`config.mk`:
```
export PLATFORM = sky130hd
export DESIGN_NAME = cnt_arbiter
export DESIGN_NICKNAME = d
export VERILOG_FILES = /design/src/rtl/cnt_arbiter.sv
export SDC_FILE = /design/constraint.sdc
export NUM_CORES = 1
export LEC_CHECK = 0
export CELL_PAD_IN_SITES_DETAIL_PLACEMENT = 0
export CELL_PAD_IN_SITES_GLOBAL_PLACEMENT = 2
export CORE_MARGIN = 2
export CORE_UTILIZATION = 23
export DETAILED_ROUTE_END_ITERATION = 10
export GPL_ROUTABILITY_DRIVEN = 0
export PLACE_DENSITY_LB_ADDON = 0.1
export RECOVER_POWER = 100
export SYNTH_ARGS = -nofsm -noshare
export SYNTH_HDL_FRONTEND = slang
export SYNTH_SLANG_ARGS = --single-unit
```
`constraint.sdc`:
```
create_clock -name CLK -period 2.4 [get_ports CLK]
set_input_delay 0.48 -clock CLK [delete_from_list [all_inputs] [get_ports CLK]]
set_output_delay 0.48 -clock CLK [all_outputs]
set_load 0.05 [all_outputs]
```
`src/rtl/cnt_arbiter.sv`:
```
// cnt_arbiter: round-robin arbiter granting one requester at a time a LOAD/UP/DOWN/NOP
// burst on a shared counter. Define CNT_ARB_BOUNDARY_ABORT_EN to end bursts at the counter limits.
module cnt_arbiter #(
    parameter int unsigned NREQ  = 3,
    parameter int unsigned WIDTH = 5,
    parameter int unsigned LEN_W = 3
) (
    input  logic                  CLK,
    input  logic                  RST,
    input  logic [NREQ-1:0]       REQ,
    input  logic [2*NREQ-1:0]     OP,
    input  logic [WIDTH*NREQ-1:0] DATA,
    input  logic [LEN_W*NREQ-1:0] LEN,
    output logic [NREQ-1:0]       GNT,
    output logic                  DONE,
    output logic                  ERR,
    output logic                  BUSY,
    output logic                  CNT_LOAD,
    output logic                  CNT_UP,
    output logic                  CNT_DN,
    output logic [WIDTH-1:0]      CNT_IN,
    input  logic                  CNT_HIGH,
    input  logic                  CNT_LOW
);
    localparam int unsigned PTR_W = $clog2(NREQ);

    localparam logic [1:0] S_IDLE = 2'd0;
    localparam logic [1:0] S_RUN  = 2'd1;
    localparam logic [1:0] S_DONE = 2'd2;

    localparam logic [1:0] OP_UP   = 2'b01;
    localparam logic [1:0] OP_DN   = 2'b10;
    localparam logic [1:0] OP_LOAD = 2'b11;

    logic [1:0]       state_q, state_nxt;
    logic [PTR_W-1:0] ptr_q, ptr_nxt;
    logic [PTR_W-1:0] win_q, win_nxt;
    logic [LEN_W-1:0] rem_q, rem_nxt;
    logic             up_q, up_nxt;
    logic             dn_q, dn_nxt;
    logic [NREQ-1:0]  gnt_nxt;
    logic             done_nxt, err_nxt, busy_nxt, load_nxt;
    logic [WIDTH-1:0] cnt_in_nxt;
    logic             abort_c;

    logic [PTR_W-1:0] win_c;
    logic [PTR_W-1:0] cand_idx;
    logic             found_c;
    int unsigned      cand_c;
    logic [1:0]       op_c;
    logic [WIDTH-1:0] data_c;
    logic [LEN_W-1:0] len_c;

    // Round-robin search starting just after the last granted index.
    always_comb begin
        win_c    = '0;
        found_c  = 1'b0;
        cand_c   = 0;
        cand_idx = '0;
        for (int unsigned k = 1; k <= NREQ; k++) begin
            cand_c = 32'(ptr_q) + k;
            if (cand_c >= NREQ) begin
                cand_c = cand_c - NREQ;
            end
            cand_idx = PTR_W'(cand_c);
            if (!found_c && REQ[cand_idx]) begin
                found_c = 1'b1;
                win_c   = cand_idx;
            end
        end
    end

    // Winner's request fields.
    always_comb begin
        op_c   = '0;
        data_c = '0;
        len_c  = '0;
        for (int unsigned k = 0; k < NREQ; k++) begin
            if (PTR_W'(k) == win_c) begin
                op_c   = OP[2*k +: 2];
                data_c = DATA[WIDTH*k +: WIDTH];
                len_c  = LEN[LEN_W*k +: LEN_W];
            end
        end
    end

`ifdef CNT_ARB_BOUNDARY_ABORT_EN
    // The counter flags describe the current cycle, so masking has to be combinational.
    assign abort_c = (up_q & CNT_HIGH) | (dn_q & CNT_LOW);
    assign CNT_UP  = up_q & ~CNT_HIGH;
    assign CNT_DN  = dn_q & ~CNT_LOW;
`else
    logic unused_bound;
    assign unused_bound = CNT_HIGH ^ CNT_LOW;
    assign abort_c      = 1'b0;
    assign CNT_UP       = up_q;
    assign CNT_DN       = dn_q;
`endif

    always_comb begin
        state_nxt  = state_q;
        ptr_nxt    = ptr_q;
        win_nxt    = win_q;
        rem_nxt    = rem_q;
        gnt_nxt    = GNT;
        done_nxt   = 1'b0;
        err_nxt    = 1'b0;
        load_nxt   = 1'b0;
        up_nxt     = 1'b0;
        dn_nxt     = 1'b0;
        cnt_in_nxt = '0;
        case (state_q)
            S_IDLE: begin
                gnt_nxt = '0;
                rem_nxt = '0;
                if (found_c) begin
                    state_nxt = S_RUN;
                    win_nxt   = win_c;
                    gnt_nxt   = NREQ'(1) << win_c;
                    case (op_c)
                        OP_LOAD: begin
                            load_nxt   = 1'b1;
                            cnt_in_nxt = data_c;
                        end
                        OP_UP: begin
                            up_nxt  = 1'b1;
                            rem_nxt = len_c;
                        end
                        OP_DN: begin
                            dn_nxt  = 1'b1;
                            rem_nxt = len_c;
                        end
                        default: ;
                    endcase
                end
            end
            S_RUN: begin
                if (abort_c) begin
                    state_nxt = S_DONE;
                    done_nxt  = 1'b1;
                    err_nxt   = 1'b1;
                    rem_nxt   = '0;
                end else if (rem_q == '0) begin
                    state_nxt = S_DONE;
                    done_nxt  = 1'b1;
                end else begin
                    up_nxt  = up_q;
                    dn_nxt  = dn_q;
                    rem_nxt = rem_q - LEN_W'(1);
                end
            end
            S_DONE: begin
                state_nxt = S_IDLE;
                ptr_nxt   = win_q;
                gnt_nxt   = '0;
            end
            default: begin
                state_nxt = S_IDLE;
                gnt_nxt   = '0;
                rem_nxt   = '0;
            end
        endcase
        busy_nxt = (state_nxt != S_IDLE);
    end

    always_ff @(posedge CLK or negedge RST) begin
        if (!RST) begin
            state_q  <= S_IDLE;
            ptr_q    <= PTR_W'(NREQ - 1);
            win_q    <= '0;
            rem_q    <= '0;
            up_q     <= 1'b0;
            dn_q     <= 1'b0;
            GNT      <= '0;
            DONE     <= 1'b0;
            ERR      <= 1'b0;
            BUSY     <= 1'b0;
            CNT_LOAD <= 1'b0;
            CNT_IN   <= '0;
        end else begin
            state_q  <= state_nxt;
            ptr_q    <= ptr_nxt;
            win_q    <= win_nxt;
            rem_q    <= rem_nxt;
            up_q     <= up_nxt;
            dn_q     <= dn_nxt;
            GNT      <= gnt_nxt;
            DONE     <= done_nxt;
            ERR      <= err_nxt;
            BUSY     <= busy_nxt;
            CNT_LOAD <= load_nxt;
            CNT_IN   <= cnt_in_nxt;
        end
    end
endmodule
```
==> key figures <==
Outcome
  • Status: finished with violations
  • Violated checks: negative setup slack

Critical path
  • Startpoint types: flip-flop
  • CP required: 2.57 ns
  • CP Max Fanout: 4
  • Crit path kind: flip-flop to flip-flop
  • R2R Setup Slk: -0.11 ns
  • Element type at the critical path end: flip-flop
  • Critical Path AT: 2.69 ns

Detailed routing
  • Vias: 1297
  • Drt via density: 4.535
  • Routed len/inst: 14.11 µm
  • Antenna-violating nets left: 0
  • First DRT Iteration DRCs: 51
  • Final wirelength: 4.036 mm
  • DRC errors left: 0
  • Drt pass-1 iters: 4

Pwr
  • Pwr Density: 1422 nW/µm²
  • Max IR drop VDD: 0.0004156 V
  • Leakage power: 1.028 nW

Floorplan
  • Die Area: 6596 µm²
  • Core area: 5851 µm²
  • Die Y: 81.22 µm
  • I/O pin count: 51
  • Initial Util: 0.2344
  • # rows: 28
  • Die Wd: 81.22 µm

Yosys
  • #FFs+latches synth: 22
  • Asr flop ratio synth: 1.000
  • Post-synth cell types: 45
  • Main synth FF type: dfrtp_1
  • Post-Synthesis Cells: 135
  • Syn Area/Cell: 10.16 µm²
  • Post-synth EDFFs: 0
  • Seq/Total Area, Yosys: 0.4024
  • Synth Cell Area: 1371 µm²
  • Yosys warns: 0
  • Post-Syn Nets: 180

Clock network
  • Clock Sinks: 22
  • Cts hold-fix bufs: 0
  • CTS Buf Count: 3
  • Clk root buf: clkbuf_8
  • H-tree levels: 1
  • TritonCTS clock tree: done
  • Clk pin slew, worst setup/hold paths: 0.09 ns
  • Clock Latency Late Sink: 0.26 ns
  • Clk buf depth: 2

Global routing
  • First-pass GRT wire length: 6.458 mm
  • Initial antenna violation count: 0
  • GRT Total Usage: 0.1279
  • Vias in the first global route: 1356
  • Largest net degree at the start of global routing: 15
  • Grt total ovfl: 0

Finish
  • Post-Layout Cell Count: 286
  • Final #Nets: 257
  • Filler Cell Count: 572
  • Layout Utilization: 0.3995
  • Antenna cells: 0
  • Layout cells sized above 1: 0.3175
  • Layout area overhead: 70.44%

Place
  • # port buffers: 47
  • Detailed placement HPWL: 3.221 mm
  • DP Cell Count: 276

STA
  • Final worst path period share: 1.047
  • Max-Slew Margin vs Limit: 0.4659
  • Worst-margin pin slew: 0.8011 ns
  • F_max: 398.0 MHz
  • Clock skew: 0.003831 ns
  • RSZ-0062 raised after global routing: yes
  • Slew Viols, Final: 0
  • Hold Fails Final Rpt: 0
  • PnR worst setup slack: -0.1125 ns
  • Min cycle time layout: 2.513 ns
  • Final setup violation count: 9

Run
  • Total of max-cap violations: 0

Hold path
  • Worst min-delay path class: flip-flop to flip-flop
[cell usage after synthesis, drive strengths merged, types with 2 or more instances]
master	n	share of area
nand3	6	0.026
a21o	4	0.022
a21oi	10	0.036
nand2b	7	0.037
ha	8	0.073
mux2i	3	0.022
dfrtp	21	0.38
nand2	10	0.031
inv	6	0.016
buf	5	0.031
a22oi	5	0.031
and4	2	0.013
o21ai	7	0.026
nor2b	3	0.014
a211oi	2	0.011
nor2	10	0.027
and3	2	0.0091
a22o	2	0.013
o31ai	4	0.032
[cell usage in the layout (no fill, tap or decap), drive strengths merged, types with 6 or more instances in the layout]
cell,synthesis,routed
clkdlybuf4s50,0,33
buf,5,28
dfrtp,21,21
dlygate4sd3,0,14
nor2,10,10
nand2,10,10
a21oi,10,10
ha,8,8
nand2b,7,7
o21ai,7,7
nand3,6,6
inv,6,6
[power by group]
part           switching, W  internal, W  leakage [nW]  total [W]
clock network      0.000128     0.000223        0.0357   0.000351
logic               0.00128      0.00108         0.705    0.00236
registers         0.0000871     0.000526         0.287   0.000613
total               0.00150      0.00183          1.03    0.00332
[what timing repair did]
| item | in CTS | in global routing |
|---|---|---|
| setup buffers | 6 | 2 |
| pin swaps | 15 | 5 |
| gates resized for setup | 24 | 6 |
| setup endpoints to repair | 11 | 10 |
[state kept, by name (all words and copies together) (netlist names)]
| register | count |
|---|---|
| GNT | 3 |
| state_q | 2 |
| DONE | 1 |
| CNT_DN | 1 |
| CNT_LOAD | 1 |
| win_q | 2 |
| CNT_UP | 1 |
| ptr_q | 2 |
| BUSY | 1 |
| rem_q | 3 |
| CNT_IN | 5 |
[final timing paths]
path                                from       end  depth (start not counted)
worst max-delay path            ptr_q[1]  rem_q[2]                         10
min in group asynchronous            RST    CNT_DN                          1
max in group asynchronous            RST  rem_q[1]                          2
worst max register to register  ptr_q[1]  rem_q[2]                         10
worst min register to register    GNT[1]    GNT[1]                          1
worst min-delay path              GNT[1]    GNT[1]                          1
[area by class of cell]
cell class                 instances  area (µm²)  share of cell area
sequential                        22       551.8              0.2361
tap                               75       93.84             0.04015
multi-input combinational        102       883.3              0.3779
clock inverter                     1       30.03             0.01285
inverter                           6       25.02             0.01071
clock buffer                       3       41.29             0.01767
timing repair buffer              77       711.9              0.3046
[per-stage QoR]
stage	setup slack (ns)	hold WS (ns)	TNS (ns)	total power, W	cell area [µm²]
floorplan	-0.1509	0.1844	-0.3170	0.001968	1403
global placement	-0.4729	0.4618	-3.198	0.002641	2098
detailed placement	-0.5443	0.4742	-3.773	0.002670	2098
CTS	-0.1154	0.4942	-0.3172	0.003349	2327
global route	-0.2520	0.5197	-1.254	0.003570	2337
finish	-0.1125	0.4810	-0.3772	0.003324	2337
[critical path, stage by stage, from the launching register on]
cell,delay (ns)
dfstp_2,0.57
inv_4,0.05
ha_4,0.28
o21a_1,0.14
a21oi_2,0.06
o221ai_4,0.24
mux2i_2,0.29
a21oi_2,0.10
ha_1,0.31
o41a_1,0.31
o31ai_1,0.07
[cell families after synthesis]
kind of cell	synth area share
buffers and inverters	0.04744
muxes	0.02190
adders and majority gates	0.07300
and+or+nand+nor	0.1944
other	0.002735
DFF	0.4024
AOI/OAI and AO/OA	0.2582
[routing by layer]
metal | wire length, µm | up-vias | global-route usage | share of wire
met5 | 0 | - | 0 | 0
met4 | 58 | 0 | 0.04746 | 0.014
met3 | 94 | 4 | 0.01111 | 0.023
met2 | 2016 | 19 | 0.2124 | 0.50
met1 | 1867 | 628 | 0.1727 | 0.46
li1 | - | 646 | - | -
Power figures use the tool's default switching activity.
